**src/rtl/cond_pkg.sv**
```systemverilog
// Shared definitions for the conditional-execution unit: ARM condition codes,
// flag bit positions and the branch-shadow state encoding.
package cond_pkg;

    localparam logic [3:0] COND_EQ = 4'h0;
    localparam logic [3:0] COND_NE = 4'h1;
    localparam logic [3:0] COND_CS = 4'h2;
    localparam logic [3:0] COND_CC = 4'h3;
    localparam logic [3:0] COND_MI = 4'h4;
    localparam logic [3:0] COND_PL = 4'h5;
    localparam logic [3:0] COND_VS = 4'h6;
    localparam logic [3:0] COND_VC = 4'h7;
    localparam logic [3:0] COND_HI = 4'h8;
    localparam logic [3:0] COND_LS = 4'h9;
    localparam logic [3:0] COND_GE = 4'hA;
    localparam logic [3:0] COND_LT = 4'hB;
    localparam logic [3:0] COND_GT = 4'hC;
    localparam logic [3:0] COND_LE = 4'hD;
    localparam logic [3:0] COND_AL = 4'hE;
    localparam logic [3:0] COND_NV = 4'hF;

    localparam int FLAG_N = 3;
    localparam int FLAG_Z = 2;
    localparam int FLAG_C = 1;
    localparam int FLAG_V = 0;

    localparam logic [15:0] SQUASH_CNT_MAX = 16'hFFFF;

    typedef enum logic {
        RUN    = 1'b0,
        SHADOW = 1'b1
    } state_t;

endpackage

```
**src/rtl/cond_unit_if.sv**
```systemverilog
// Decoder-to-datapath control bundle passing through the condition unit.
// squash_cnt exists only when COND_SQUASH_CNT_EN is defined.
interface cond_unit_if;

    logic       in_valid;
    logic       stall;
    logic [3:0] cond;
    logic [3:0] alu_flags;
    logic       pcs;
    logic       reg_w;
    logic       mem_w;
    logic       no_write;
    logic [1:0] flag_w;

    logic       pc_src;
    logic       reg_write;
    logic       mem_write;
    logic       squash;
    logic [3:0] flags;
`ifdef COND_SQUASH_CNT_EN
    logic [15:0] squash_cnt;
`endif

    modport master (
        output in_valid, stall, cond, alu_flags, pcs, reg_w, mem_w, no_write, flag_w,
        input  pc_src, reg_write, mem_write, squash, flags
`ifdef COND_SQUASH_CNT_EN
        , input squash_cnt
`endif
    );

    modport slave (
        input  in_valid, stall, cond, alu_flags, pcs, reg_w, mem_w, no_write, flag_w,
        output pc_src, reg_write, mem_write, squash, flags
`ifdef COND_SQUASH_CNT_EN
        , output squash_cnt
`endif
    );

endinterface

```
**src/rtl/cond_check.sv**
```systemverilog
// Pure combinational ARM condition evaluator over the {N,Z,C,V} flag register.
module cond_check
    import cond_pkg::*;
(
    input  logic [3:0] cond,
    input  logic [3:0] flags,
    output logic       cond_true
);

    logic n, z, c, v;

    assign n = flags[FLAG_N];
    assign z = flags[FLAG_Z];
    assign c = flags[FLAG_C];
    assign v = flags[FLAG_V];

    always_comb begin
        // NOTE: default assignment first so no path through the case infers a latch.
        cond_true = 1'b0;
        case (cond)
            COND_EQ: cond_true = z;
            COND_NE: cond_true = ~z;
            COND_CS: cond_true = c;
            COND_CC: cond_true = ~c;
            COND_MI: cond_true = n;
            COND_PL: cond_true = ~n;
            COND_VS: cond_true = v;
            COND_VC: cond_true = ~v;
            COND_HI: cond_true = c & ~z;
            COND_LS: cond_true = ~c | z;
            COND_GE: cond_true = (n == v);
            COND_LT: cond_true = (n != v);
            COND_GT: cond_true = ~z & (n == v);
            COND_LE: cond_true = z | (n != v);
            COND_AL: cond_true = 1'b1;
            default: cond_true = 1'b0;
        endcase
    end

endmodule

```
**src/rtl/cond_unit.sv**
```systemverilog
// Conditional-execution gate: qualifies decoder write enables against the
// registered flags and annuls the single slot after a taken branch.
// Optional cond-fail counter enabled by COND_SQUASH_CNT_EN.
module cond_unit
    import cond_pkg::*;
(
    input  logic        clk,
    input  logic        rst_n,
    cond_unit_if.slave  bus
);

    state_t     state_q;
    logic [3:0] flags_q;
    logic [3:0] flags_eff;
    logic       in_run;
    logic       cond_true;
    logic       active;
    logic       cond_ex;

    // While reset is asserted the gating already sees the post-reset state.
    assign in_run    = ~rst_n | (state_q == RUN);
    assign flags_eff = rst_n ? flags_q : 4'b0000;

    cond_check u_check (
        .cond      (bus.cond),
        .flags     (flags_eff),
        .cond_true (cond_true)
    );

    assign active  = bus.in_valid & ~bus.stall;
    assign cond_ex = active & in_run & cond_true;

    assign bus.pc_src    = bus.pcs & cond_ex;
    assign bus.mem_write = bus.mem_w & cond_ex;
    assign bus.reg_write = bus.reg_w & ~bus.no_write & cond_ex;
    assign bus.squash    = active & ~cond_ex;
    assign bus.flags     = flags_q;

    // NOTE: sequential state uses non-blocking assignments only.
    always_ff @(posedge clk) begin
        if (!rst_n) begin
            state_q <= RUN;
            flags_q <= 4'b0000;
        end else begin
            case (state_q)
                RUN:     if (bus.pc_src) state_q <= SHADOW;
                SHADOW:  if (active)     state_q <= RUN;
                default: state_q <= RUN;
            endcase
            if (cond_ex) begin
                if (bus.flag_w[1]) flags_q[3:2] <= bus.alu_flags[3:2];
                if (bus.flag_w[0]) flags_q[1:0] <= bus.alu_flags[1:0];
            end
        end
    end

`ifdef COND_SQUASH_CNT_EN
    logic [15:0] squash_cnt_q;

    // Only genuine condition failures count; shadow annulments do not.
    always_ff @(posedge clk) begin
        if (!rst_n) begin
            squash_cnt_q <= '0;
        end else if (active && (state_q == RUN) && !cond_true &&
                     (squash_cnt_q != SQUASH_CNT_MAX)) begin
            squash_cnt_q <= squash_cnt_q + 16'd1;
        end
    end

    assign bus.squash_cnt = squash_cnt_q;
`endif

endmodule

```
**src/flat_wrapper.sv**
```systemverilog
// flat-port wrapper written by rule: the top's interface ports become plain ports
module cond_unit_flat import cond_pkg::*;
  (clk, rst_n, bus_in_valid, bus_stall, bus_cond, bus_alu_flags, bus_pcs, bus_reg_w, bus_mem_w, bus_no_write, bus_flag_w, bus_pc_src, bus_reg_write, bus_mem_write, bus_squash, bus_flags);
  cond_unit_if bus_i ();
  input  logic clk;
  input  logic rst_n;
  input wire logic [$bits(bus_i.in_valid)-1:0] bus_in_valid;
  input wire logic [$bits(bus_i.stall)-1:0] bus_stall;
  input wire logic [$bits(bus_i.cond)-1:0] bus_cond;
  input wire logic [$bits(bus_i.alu_flags)-1:0] bus_alu_flags;
  input wire logic [$bits(bus_i.pcs)-1:0] bus_pcs;
  input wire logic [$bits(bus_i.reg_w)-1:0] bus_reg_w;
  input wire logic [$bits(bus_i.mem_w)-1:0] bus_mem_w;
  input wire logic [$bits(bus_i.no_write)-1:0] bus_no_write;
  input wire logic [$bits(bus_i.flag_w)-1:0] bus_flag_w;
  output wire logic [$bits(bus_i.pc_src)-1:0] bus_pc_src;
  output wire logic [$bits(bus_i.reg_write)-1:0] bus_reg_write;
  output wire logic [$bits(bus_i.mem_write)-1:0] bus_mem_write;
  output wire logic [$bits(bus_i.squash)-1:0] bus_squash;
  output wire logic [$bits(bus_i.flags)-1:0] bus_flags;
  assign bus_i.in_valid = bus_in_valid;
  assign bus_i.stall = bus_stall;
  assign bus_i.cond = bus_cond;
  assign bus_i.alu_flags = bus_alu_flags;
  assign bus_i.pcs = bus_pcs;
  assign bus_i.reg_w = bus_reg_w;
  assign bus_i.mem_w = bus_mem_w;
  assign bus_i.no_write = bus_no_write;
  assign bus_i.flag_w = bus_flag_w;
  assign bus_pc_src = bus_i.pc_src;
  assign bus_reg_write = bus_i.reg_write;
  assign bus_mem_write = bus_i.mem_write;
  assign bus_squash = bus_i.squash;
  assign bus_flags = bus_i.flags;
  cond_unit u_core (.clk(clk), .rst_n(rst_n), .bus(bus_i));
endmodule
```
**config.mk**
```make
export PLATFORM = sky130hd
export DESIGN_NAME = cond_unit_flat
export DESIGN_NICKNAME = d
export VERILOG_FILES = /design/src/rtl/cond_pkg.sv /design/src/rtl/cond_unit_if.sv /design/src/rtl/cond_check.sv /design/src/rtl/cond_unit.sv /design/src/flat_wrapper.sv
export SDC_FILE = /design/constraint.sdc
export NUM_CORES = 1
export LEC_CHECK = 0
export BUFFER_PORTS_ARGS = -buffer_cell sky130_fd_sc_hd__buf_2
export CAP_MARGIN = 20
export CORE_AREA = 2 2 39 41
export DETAILED_ROUTE_END_ITERATION = 12
export DIE_AREA = 0 0 41 43
export PLACE_DENSITY = 0.67
export SLEW_MARGIN = 5
export SYNTH_ARGS = -nofsm -noshare
export SYNTH_HDL_FRONTEND = slang
export SYNTH_SLANG_ARGS = --single-unit
```
**constraint.sdc**
```tcl
create_clock -name clk -period 4.6 [get_ports clk]
set_input_delay 1.15 -clock clk [delete_from_list [all_inputs] [get_ports clk]]
set_output_delay 1.15 -clock clk [all_outputs]
set_load 0.005 [all_outputs]
```
# Yosys cells after proc, flatten, opt, wreduce, memory -nomap -nowiden
# Cells that the tools add are included.
dict set report op_classes {
  n_eq_ne 16
  muxes 5
  n_bitwise 22
  n_reduce_logical 3
}
# operator count
set op_table {}
lappend op_table {{$eq A4 B4 Y1 const B} 7}
lappend op_table {{$eq A4 B3 Y1 const B} 4}
lappend op_table {{$pmux W1 S15} 1}
lappend op_table {{$and A1 B1 Y1} 10}
lappend op_table {{$not A1 Y1} 9}
lappend op_table {{$eq A4 B2 Y1 const B} 2}
lappend op_table {{$eq A4 B1 Y1 const B} 1}
lappend op_table {{$logic_not A4 Y1} 1}
lappend op_table {{$mux W4} 1}
lappend op_table {{$reduce_and A2 Y1} 2}
lappend op_table {{$or A1 B1 Y1} 3}
lappend op_table {{$mux W1} 2}
lappend op_table {{$pmux W1 S2} 1}
lappend op_table {{$eq A1 B1 Y1} 1}
lappend op_table {{$ne A1 B1 Y1} 1}
dict set report totals {
  ff_bits 5
  elab_cells 49
}

# Logic depth before layout (Yosys ltp)
# Gate-level depths: netlist of the first run.
dict set report logic_depth {
  depth_word 8
  ltp_mapped 7
}

# Modules after synthesis
# Synthesis of the first run repeated with hierarchy kept, for this count alone.
dict set report unflattened {
  cells_unflattened 62
  hier_area_um2 494.2
}
# mod n_inst cells_per_inst area_each_um2 seq_area_each_um2
set by_module_without_submodules {}
lappend by_module_without_submodules {cond_unit 1 34 300.3 100.1}
lappend by_module_without_submodules {cond_check 1 28 193.9 0.0}

# Worst setup path after synthesis of the first run
# No wires, ideal clock.
dict set report synth_timing {
  path_kind {in2out}
  start {input bus_cond[2]}
  end {output bus_reg_write}
  arrival_time_ns 2.236
  required_time_ns 3.450
  setup_slack_ns 1.214
  path_stages 6
  n_path_buf 0
  cell_sequence {and4bb_1 -> a211oi_2 -> mux2i_1 -> a21oi_4 -> a21boi_2 -> and3b_1}
}
dict set report synth_via {
  elab_chain_cells 4
  word_cells_on_any_way 18
  classes_between {14 x eq/ne; 1 x mux; 2 x bitwise; 1 x reduce/logical}
}
# item line
set synth_rtl {}
lappend synth_rtl {{from (decl)} flat_wrapper.sv:9} ;# input wire logic [$bits(bus_i.cond)-1:0] bus_cond;
lappend synth_rtl {{$eq A4 B4 Y1, or another cell as far along} cond_check.sv:20} ;# case (cond)
lappend synth_rtl {{$pmux W1 S15 *} cond_check.sv:20}
lappend synth_rtl {{$and A1 B1 Y1 *} cond_unit.sv:31} ;# assign cond_ex = active & in_run & cond_true;
lappend synth_rtl {{$and A1 B1 Y1 *} cond_unit.sv:35} ;# assign bus.reg_write = bus.reg_w & ~bus.no_write & cond_ex;
lappend synth_rtl {{to (decl)} flat_wrapper.sv:17} ;# output wire logic [$bits(bus_i.reg_write)-1:0] bus_reg_write;
# Every way passes the cells marked *; elsewhere a longest branch is shown, timed or not.

# Final worst setup path of the first run
dict set report layout_timing {
  start {input rst_n}
  end {output bus_reg_write}
}
dict set report layout_via {
  elab_chain_cells 6
  word_cells_on_any_way 17
  classes_between {2 x eq/ne; 2 x mux; 13 x bitwise}
}
# item line
set layout_rtl {}
lappend layout_rtl {{from (decl)} flat_wrapper.sv:6} ;# input logic rst_n;
lappend layout_rtl {{$mux W4} cond_unit.sv:22} ;# assign flags_eff = rst_n ? flags_q : 4'b0000;
lappend layout_rtl {{$ne A1 B1 Y1, or another cell as far along} {cond_check.sv:32, cond_check.sv:34}}
lappend layout_rtl {{$or A1 B1 Y1, or another cell as far along} cond_check.sv:34} ;# COND_LE: cond_true = z | (n != v);
lappend layout_rtl {{$pmux W1 S15} cond_check.sv:20}
lappend layout_rtl {{$and A1 B1 Y1 *} cond_unit.sv:31}
lappend layout_rtl {{$and A1 B1 Y1 *} cond_unit.sv:35}
# Marked as above.

==> results of run 1 <==
## cells in the final DEF, fill, tap and decap left out
cell       Yosys  final
clkbuf_4       0      3
a21oi_2        2      2
nand2_1       15     15
xnor2_1        2      2
a41oi_1        1      1
a21o_1         1      1
a21oi_1        3      3
nand2b_1       2      2
nor2_1         3      3
buf_2          1     25
o31ai_1        1      1
inv_1          1      1
dfxtp_1        5      5
and4bb_1       1      1
a21oi_4        1      1
a21boi_2       1      1
and2_1         2      2
o21ai_0        1      1
o221ai_1       1      1
mux2i_1        5      5
clkbuf_1       0      1
a22o_1         1      1
nand3_1        3      3
inv_2          1      1
o311ai_2       1      1
nor2b_1        4      4
o21ai_1        1      1
a211oi_2       1      1
o2bb2ai_1      1      1
and3b_1        2      2
## final cells by class
class | count | area (µm²) | area share (%)
tap | 16 | 20.0 | 3.04
multi-input combinational | 56 | 379 | 57.6
sequential | 5 | 100 | 15.2
inverter | 2 | 7.51 | 1.14
clock buffer | 4 | 26.3 | 3.99
timing repair buffer | 25 | 125 | 19.0
## flip-flops by register name, indices dropped and copies added (netlist names)
register / cells
u_core.bus.flags: 4
u_core.state_q: 1
## power groups by stage
stage | registers [mW] | logic (mW) | clock network, mW
floorplan | 0.0465 | 0.0212 | 0
global placement | 0.0465 | 0.0352 | 0
detailed placement | 0.0466 | 0.0356 | 0
CTS | 0.0458 | 0.0357 | 0.0530
global route | 0.0459 | 0.0397 | 0.0572
finish | 0.0458 | 0.0358 | 0.0495
## per-stage QoR
stage	instances	cell area (µm²)	util [%]	worst slack, ns
4_1_cts	108	658	47.6	0.821
6_report	108	658	47.6	0.830
2_1_floorplan	64	492	-	1.21
3_3_place_gp	104	632	45.7	0.871
5_1_grt	108	658	47.6	0.699
3_5_place_dp	104	632	45.7	0.835
## worst register-to-register path, stage by stage, from the launching register on
cell and delay, ns:
dfxtp_1 0.42, xnor2_1 0.15, a211oi_2 0.22, mux2i_1 0.32, a21oi_4 0.07, a21oi_2 0.22
mux2i_1 0.21
## how the worst max path moves through the flow
stage | slack, ns | start | endpoint | cells after the start
floorplan | 1.21 | bus_cond[2] | bus_reg_write | 6
global placement | 0.87 | rst_n | bus_reg_write | 8
detailed placement | 0.83 | rst_n | bus_reg_write | 8
CTS | 0.82 | rst_n | bus_reg_write | 8
global route | 0.70 | rst_n | bus_reg_write | 8
finish | 0.83 | rst_n | bus_reg_write | 8
## cells by family after synthesis
group           synth area share (%)
xor+xnor                        3.56
mux                             10.2
buf+inv                         2.54
flops                           20.4
compound gates                  30.3
simple gates                    33.1
## layer usage
layer	part of all wire (%)	vias up	global-route usage [%]
li1	-	287	-
met1	45	244	19.0
met2	48	12	22.5
met3	5.1	2	3.14
met4	1.2	0	10.0
met5	0	-	0
==> metrics.csv, run 1 <==
metric,value,unit
antenna_found_initial,0,
crit_path_end_kind,primary output,
hold_end,u_core.state_q,
worstSetupStartpointType,input port,
first_pass_iters,2,
placementRows,14,
ios,26,
hpwlAfterDp,957,µm
leakage,0.301,nW
synth-async-reset-ratio,0,%
synth.area.top_cells,"dfxtp_1 20%, nand2_1 11%, mux2i_1 10%",
hold_ws,0.490,ns
die_area,1760,µm²
grt.total_usage,15.3,%
pwr_density_cell,199,nW/µm²
vias,545,
status,completed,
finalSetupTns,0,ns
final_hold_viol_count,0,
synth_top_area_share,20.4,%
routed_wl,1.21,mm
grt_pass1_vias,464,
post_cts_buffers,0,
yosysWarnings,0,
drt-wirelength-per-cell,11.2,µm
drc,0,
critPathBufInv,2,
layout_min_cycle_time,3.77,ns
die_w,41,µm
cp_slowest_cell,mux2i_1,
grt_remaining_overflow,0,
synth_commonest_cells,"15 x nand2_1, 5 x dfxtp_1, 5 x mux2i_1",
period_share,82.0,%
syn-instance-count,64,
cts_tree,built,
yosysTopAreaCell,dfxtp_1,
ys_ff_latch,5,
fin_skew,0.000480,ns
syn2layout_area_growth,33.8,%
drtAntennaViolNets,0,
n_antenna_cell,0,
total_power,0.131,mW
syn_area_per_cell,7.68,µm²
fmax,265,MHz
fin_nets,111,
vias_per_cell,5.05,
final_max_slew_viol_count,0,
crit_type,input port to primary output,
p_int,0.0942,mW
p_sw,0.0370,mW
drive_above_1_share,38.0,%
combPwrFrac,27.3,%
htreeDepth,1,
numCtsBuffers,3,
seq_area_frac_synth,20.4,%
synth-main-ff-cell,dfxtp_1,
path_cells,buf_2 > and4bb_1 > a211oi_2 > mux2i_1 > a21oi_4 > a21boi_2 > and3b_1 > buf_2,
clockRootBuffer,clkbuf_4,
cp_slowest_stage_delay,0.32,ns
path_max_fanout,17,
ctsLongestPathBuffers,2,
fillers,152,
required,3.45,ns
regToRegStartpoint,u_core.bus.flags[0],
hold_path_class,flop to flop,
clk_pin_slew,0.04,ns
clock_sinks,5,
rr_endpoint,u_core.bus.flags[2],
swShare,28.2,%
die_h,43,µm
slew_headroom,73.1,%
cts.hold.buffers_added,0,
synth_nets,82,
cts_resized,0,
p_seq_share,35.0,%
gp_congestion,0.742,
yosysUniqueCellTypes,28,
holdPathStages,2,
grt_pass1_wl,1.83,mm
grt_max_degree,18,
cap_viol_max_count,0,
rsz0062_at_grt,false,
critPathTopFamily,compound AO/OA/AOI/OAI gates,
io_buffers,25,
core_area,1380,µm²
clock_latency,0.24,ns
rrSetupSlack,2.92,ns
ir_worst_vdd,0.000106,V
yosysMostFrequentCell,nand2_1,
crit_top_cell,buf_2,
pwr-share-clk,37.8,%
drtIter0Drc,9,
worstHoldStart,u_core.state_q,
reg2regPathDepth,6,
tightest_slew,0.403,ns
post_synth_instance_area,492,µm²
synth_edf_count,0,
finalSetupViolCount,0,
start_util,35.5,%
arrival,2.62,ns
(Power assumes the default switching activity.)
==> inputs of run 2 (changes only) <==
--- a/config.mk
+++ b/config.mk
@@ -10,7 +10,7 @@
 export CORE_AREA = 2 2 39 41
 export DETAILED_ROUTE_END_ITERATION = 12
 export DIE_AREA = 0 0 41 43
-export PLACE_DENSITY = 0.67
+export PLACE_DENSITY = 0.69
 export SLEW_MARGIN = 5
 export SYNTH_ARGS = -nofsm -noshare
 export SYNTH_HDL_FRONTEND = slang
==> constraint.sdc (replaced) <==
create_clock -name clk -period 3.3 [get_ports clk]
set_input_delay 0.825 -clock clk [delete_from_list [all_inputs] [get_ports clk]]
set_output_delay 0.825 -clock clk [all_outputs]
set_load 0.005 [all_outputs]
==> run 2 against run 1 <==
  * Total power up 40%
  * Routed wire length up 0.75%
  * Register-to-register slack worse by 1.3 ns
  * Die area unchanged
  * Largest power group unchanged
  * Highest routed layer unchanged
==> metrics.csv, run 2 (synthesized netlist as in run 1, its figures left out) <==
metric,value,unit
cap_viol_max_count,0,
path_cells,buf_2 > and4bb_1 > a211oi_2 > mux2i_1 > a21oi_4 > a21boi_2 > and3b_1 > buf_2,
first_pass_iters,3,
cts_tree,built,
drtIter0Drc,12,
fillers,153,
drtAntennaViolNets,0,
path_max_fanout,8,
drive_above_1_share,38.7,%
numCtsBuffers,3,
vias,556,
critPathTopFamily,compound AO/OA/AOI/OAI gates,
ios,26,
slew_headroom,73.5,%
htreeDepth,1,
finalSetupViolCount,0,
cts.hold.buffers_added,0,
crit_path_end_kind,primary output,
rr_endpoint,u_core.bus.flags[1],
grt_max_degree,10,
core_area,1380,µm²
hold_end,u_core.state_q,
grt_pass1_wl,1.91,mm
holdPathStages,2,
drt-wirelength-per-cell,11.1,µm
layout_min_cycle_time,3.12,ns
required,2.47,ns
period_share,94.6,%
clock_sinks,5,
grt_pass1_vias,484,
die_w,41,µm
clockRootBuffer,clkbuf_4,
final_max_slew_viol_count,0,
largest_reg_flops,4,
rrSetupSlack,1.60,ns
cp_slowest_stage_delay,0.33,ns
final_cell_mix,"25 x buf_2, 15 x nand2_1, 5 x mux2i_1, 5 x dfxtp_1, 4 x nor2b_1",
start_util,35.5,%
worstSetupStartpointType,input port,
cts_resized,0,
rsz0062_at_grt,false,
placementRows,14,
crit_type,input port to primary output,
fmax,320,MHz
clk_pin_slew,0.04,ns
die_area,1760,µm²
pwr_density_cell,276,nW/µm²
hold_ws,0.495,ns
post_cts_buffers,0,
grt.total_usage,15.9,%
antenna_found_initial,0,
io_buffers,25,
hold_path_class,flop to flop,
worstHoldStart,u_core.state_q,
layout_commonest_cell,buf_2,
fin_skew,0.00211,ns
n_antenna_cell,0,
reg2regPathDepth,6,
clock_latency,0.24,ns
tightest_slew,0.397,ns
finalSetupTns,0,ns
gp_congestion,0.730,
arrival,2.30,ns
routed_wl,1.22,mm
status,completed,
crit_top_cell,buf_2,
grt_remaining_overflow,0,
drc,0,
critPathBufInv,2,
ctsLongestPathBuffers,2,
die_h,43,µm
final_hold_viol_count,0,
syn2layout_area_growth,35.4,%
cp_slowest_cell,mux2i_1,
vias_per_cell,5.10,
ir_worst_vdd,0.000151,V
regToRegStartpoint,u_core.bus.flags[0],
leakage,0.306,nW
fin_nets,112,
run 2: cell types whose count changed in the layout (fill, tap and decap cells not counted), sizes merged:
cell / before / now
buf: 25 / 26
run 2: worst max path at each step:
stage	from	end	slack, ns	depth (start not counted)
after global placement	bus_cond[2]	bus_reg_write	0.25	8
after detailed placement	bus_cond[2]	bus_reg_write	0.18	8
after CTS	bus_cond[2]	bus_reg_write	0.18	8
final	bus_cond[2]	bus_reg_write	0.18	8
after floorplan	bus_cond[2]	bus_reg_write	0.56	6
after global routing	bus_cond[2]	bus_reg_write	0.07	8
run 2: layer usage:
metal	vias up	global-route usage, %	wire (µm)
met5	-	0	0
met4	0	11.3	23
met3	4	4.19	71
met2	15	22.5	561
met1	247	19.7	559
li1	290	-	-
run 2: worst register-to-register path, delay by kind of cell, from the launching register on:
family | cells | cell delay, ns
flops | 1 | 0.42
mux | 2 | 0.53
xor+xnor | 1 | 0.14
compound gates | 3 | 0.52
run 2: where the power goes:
part	switching, mW	internal (mW)	leakage [nW]
Sequential	0.00179	0.0622	0.0404
Clock	0.0235	0.0456	0.0150
Combinational	0.0265	0.0242	0.250
Total	0.0518	0.132	0.306
run 2: final cells by class:
cell class / count / area, µm² / area share [%]
Timing Repair Buffer: 26 / 133 / 19.9
Multi-Input combinational cell: 56 / 379 / 57.0
Inverter: 2 / 7.51 / 1.13
Sequential cell: 5 / 100 / 15.0
Tap cell: 16 / 20.0 / 3.01
Clock buffer: 4 / 26.3 / 3.95
run 2: metrics by stage:
step           total power, mW  util (%)  std cells  worst slack, ns  instance area, µm²
2_1_floorplan           0.0943         -         64            0.564                 492
3_3_place_gp             0.115      46.2        105            0.253                 639
3_5_place_dp             0.116      46.2        105            0.175                 639
4_1_cts                  0.188      48.1        109            0.179                 666
5_1_grt                  0.197      48.1        109           0.0743                 666
6_report                 0.184      48.1        109            0.177                 666
==> inputs of run 3 (changes only) <==
--- a/config.mk
+++ b/config.mk
@@ -7,10 +7,11 @@
 export LEC_CHECK = 0
 export BUFFER_PORTS_ARGS = -buffer_cell sky130_fd_sc_hd__buf_2
 export CAP_MARGIN = 20
-export CORE_AREA = 2 2 39 41
+export CORE_AREA = 4 4 41 43
 export DETAILED_ROUTE_END_ITERATION = 12
-export DIE_AREA = 0 0 41 43
+export DIE_AREA = 0 0 45 47
 export PLACE_DENSITY = 0.69
+export REMOVE_ABC_BUFFERS = 1
 export SLEW_MARGIN = 5
 export SYNTH_ARGS = -nofsm -noshare
 export SYNTH_HDL_FRONTEND = slang
==> run 3 against run 2 <==
  * Combinational power is 3% lower
  * Worst hold slack worse by 0.0085 ns
  * Worst setup slack worse by 0.025 ns
  * Clock skew is 0.0014 ns lower
  * Critical path type unchanged
  * First-iteration DRC count is 33% higher
  * Die area is 20% higher
  * Cell area is 1.3% lower
  * Highest routed layer unchanged
==> metrics.csv, run 3 (synthesized netlist as in run 1, its figures left out) <==
metric,value,unit
hpwlAfterDp,974,µm
rsz0062_at_grt,false,
fin_skew,0.000746,ns
leakage,0.301,nW
finalSetupTns,0,ns
total_power,0.184,mW
placed_cell_area,631,µm²
io_buffers,25,
die_h,47,µm
drt-wirelength-per-cell,10.9,µm
final_max_slew_viol_count,0,
numCtsBuffers,3,
period_share,95.4,%
fin_cells,107,
core_area,1300,µm²
arrival,2.32,ns
clk_pin_slew,0.04,ns
post_cts_buffers,0,
drc,0,
cts_resized,0,
clock_latency,0.24,ns
p_int,0.131,mW
die_w,45,µm
die_area,2120,µm²
drtAntennaViolNets,0,
post-place-cells,103,
design_area,657,µm²
clockRootBuffer,clkbuf_4,
layout_min_cycle_time,3.15,ns
tightest_slew,0.403,ns
ctsLongestPathBuffers,2,
combPwrFrac,26.8,%
grt_pass1_vias,481,
drive_above_1_share,38.0,%
slew_headroom,73.1,%
worstSetupStartpointType,input port,
required,2.47,ns
gp_congestion,0.759,
first_pass_iters,4,
drtIter0Drc,16,
final_cell_mix,"25 x buf_2, 15 x nand2_1, 5 x mux2i_1, 5 x dfxtp_1, 4 x nor2b_1",
placementRows,13,
p_sw,0.0527,mW
cts.hold.buffers_added,0,
p_seq_share,34.7,%
start_util,37.8,%
syn2layout_area_growth,33.6,%
cap_viol_max_count,0,
grt_max_degree,18,
fin_nets,111,
final_hold_viol_count,0,
hold_path_class,flop to flop,
layout_commonest_cell,buf_2,
grt_pass1_wl,1.93,mm
register_area,100,µm²
routed_wl,1.17,mm
largest_reg_flops,4,
grt.total_usage,12.5,%
clock_sinks,5,
fillers,137,
multi_input_area,379,µm²
status,completed,
vias,559,
cts_tree,built,
finalSetupViolCount,0,
htreeDepth,1,
swShare,28.6,%
crit_path_end_kind,primary output,
path_max_fanout,17,
ir_worst_vdd,0.000179,V
grt_remaining_overflow,0,
pwr-share-clk,38.5,%
n_antenna_cell,0,
fmax,318,MHz
antenna_found_initial,0,
ios,26,
pwr_density_cell,280,nW/µm²
vias_per_cell,5.22,
hold_ws,0.487,ns
crit_type,input port to primary output,
==> run 3: cell count changes in the layout (fill, tap and decap cells not counted), sizes merged <==
cell,delta
buf,-1
==> run 3: layout make-up <==
cell class / instances / share of cell area, %
clock buffers: 4 / 4.00
inverters: 2 / 1.14
multi-input cells: 56 / 57.7
flip-flops and latches: 5 / 15.2
well taps: 15 / 2.86
repair buffers: 25 / 19.0
==> run 3: critical path, cell delays in order <==
cell and delay (ns):
buf_2 0.19, and4bb_1 0.23, a211oi_2 0.19, mux2i_1 0.32, a21oi_4 0.08, a21boi_2 0.21, and3b_1 0.17, buf_2 0.10
==> run 3: metal layers <==
metal,wire [µm],track usage (%)
met5,0,0
met4,17,5.26
met3,159,5.75
met2,477,18.9
met1,515,15.2
==> run 3: power by group through the flow <==
stage / sequential (mW) / clock, mW / combinational, mW
after floorplan: 0.0648 / 0 / 0.0280
after global placement: 0.0650 / 0 / 0.0491
after detailed placement: 0.0650 / 0 / 0.0495
after CTS: 0.0639 / 0.0725 / 0.0497
after global routing: 0.0640 / 0.0821 / 0.0553
final: 0.0639 / 0.0708 / 0.0494
==> run 3: final timing paths <==
kind                       startpoint                   to  slack, ns  cells after the start
setup / recovery                rst_n        bus_reg_write       0.15                      8
hold / removal         u_core.state_q       u_core.state_q       0.49                      2
setup reg to reg  u_core.bus.flags[2]  u_core.bus.flags[1]       1.59                      6
hold reg to reg        u_core.state_q       u_core.state_q       0.49                      2
==> run 3: stage by stage <==
stage | utilization [%] | setup slack (ns)
2_1_floorplan | - | 0.564
3_3_place_gp | 48.5 | 0.185
6_report | 50.5 | 0.152
3_5_place_dp | 48.5 | 0.143
5_1_grt | 50.5 | 0.0191
4_1_cts | 50.5 | 0.126
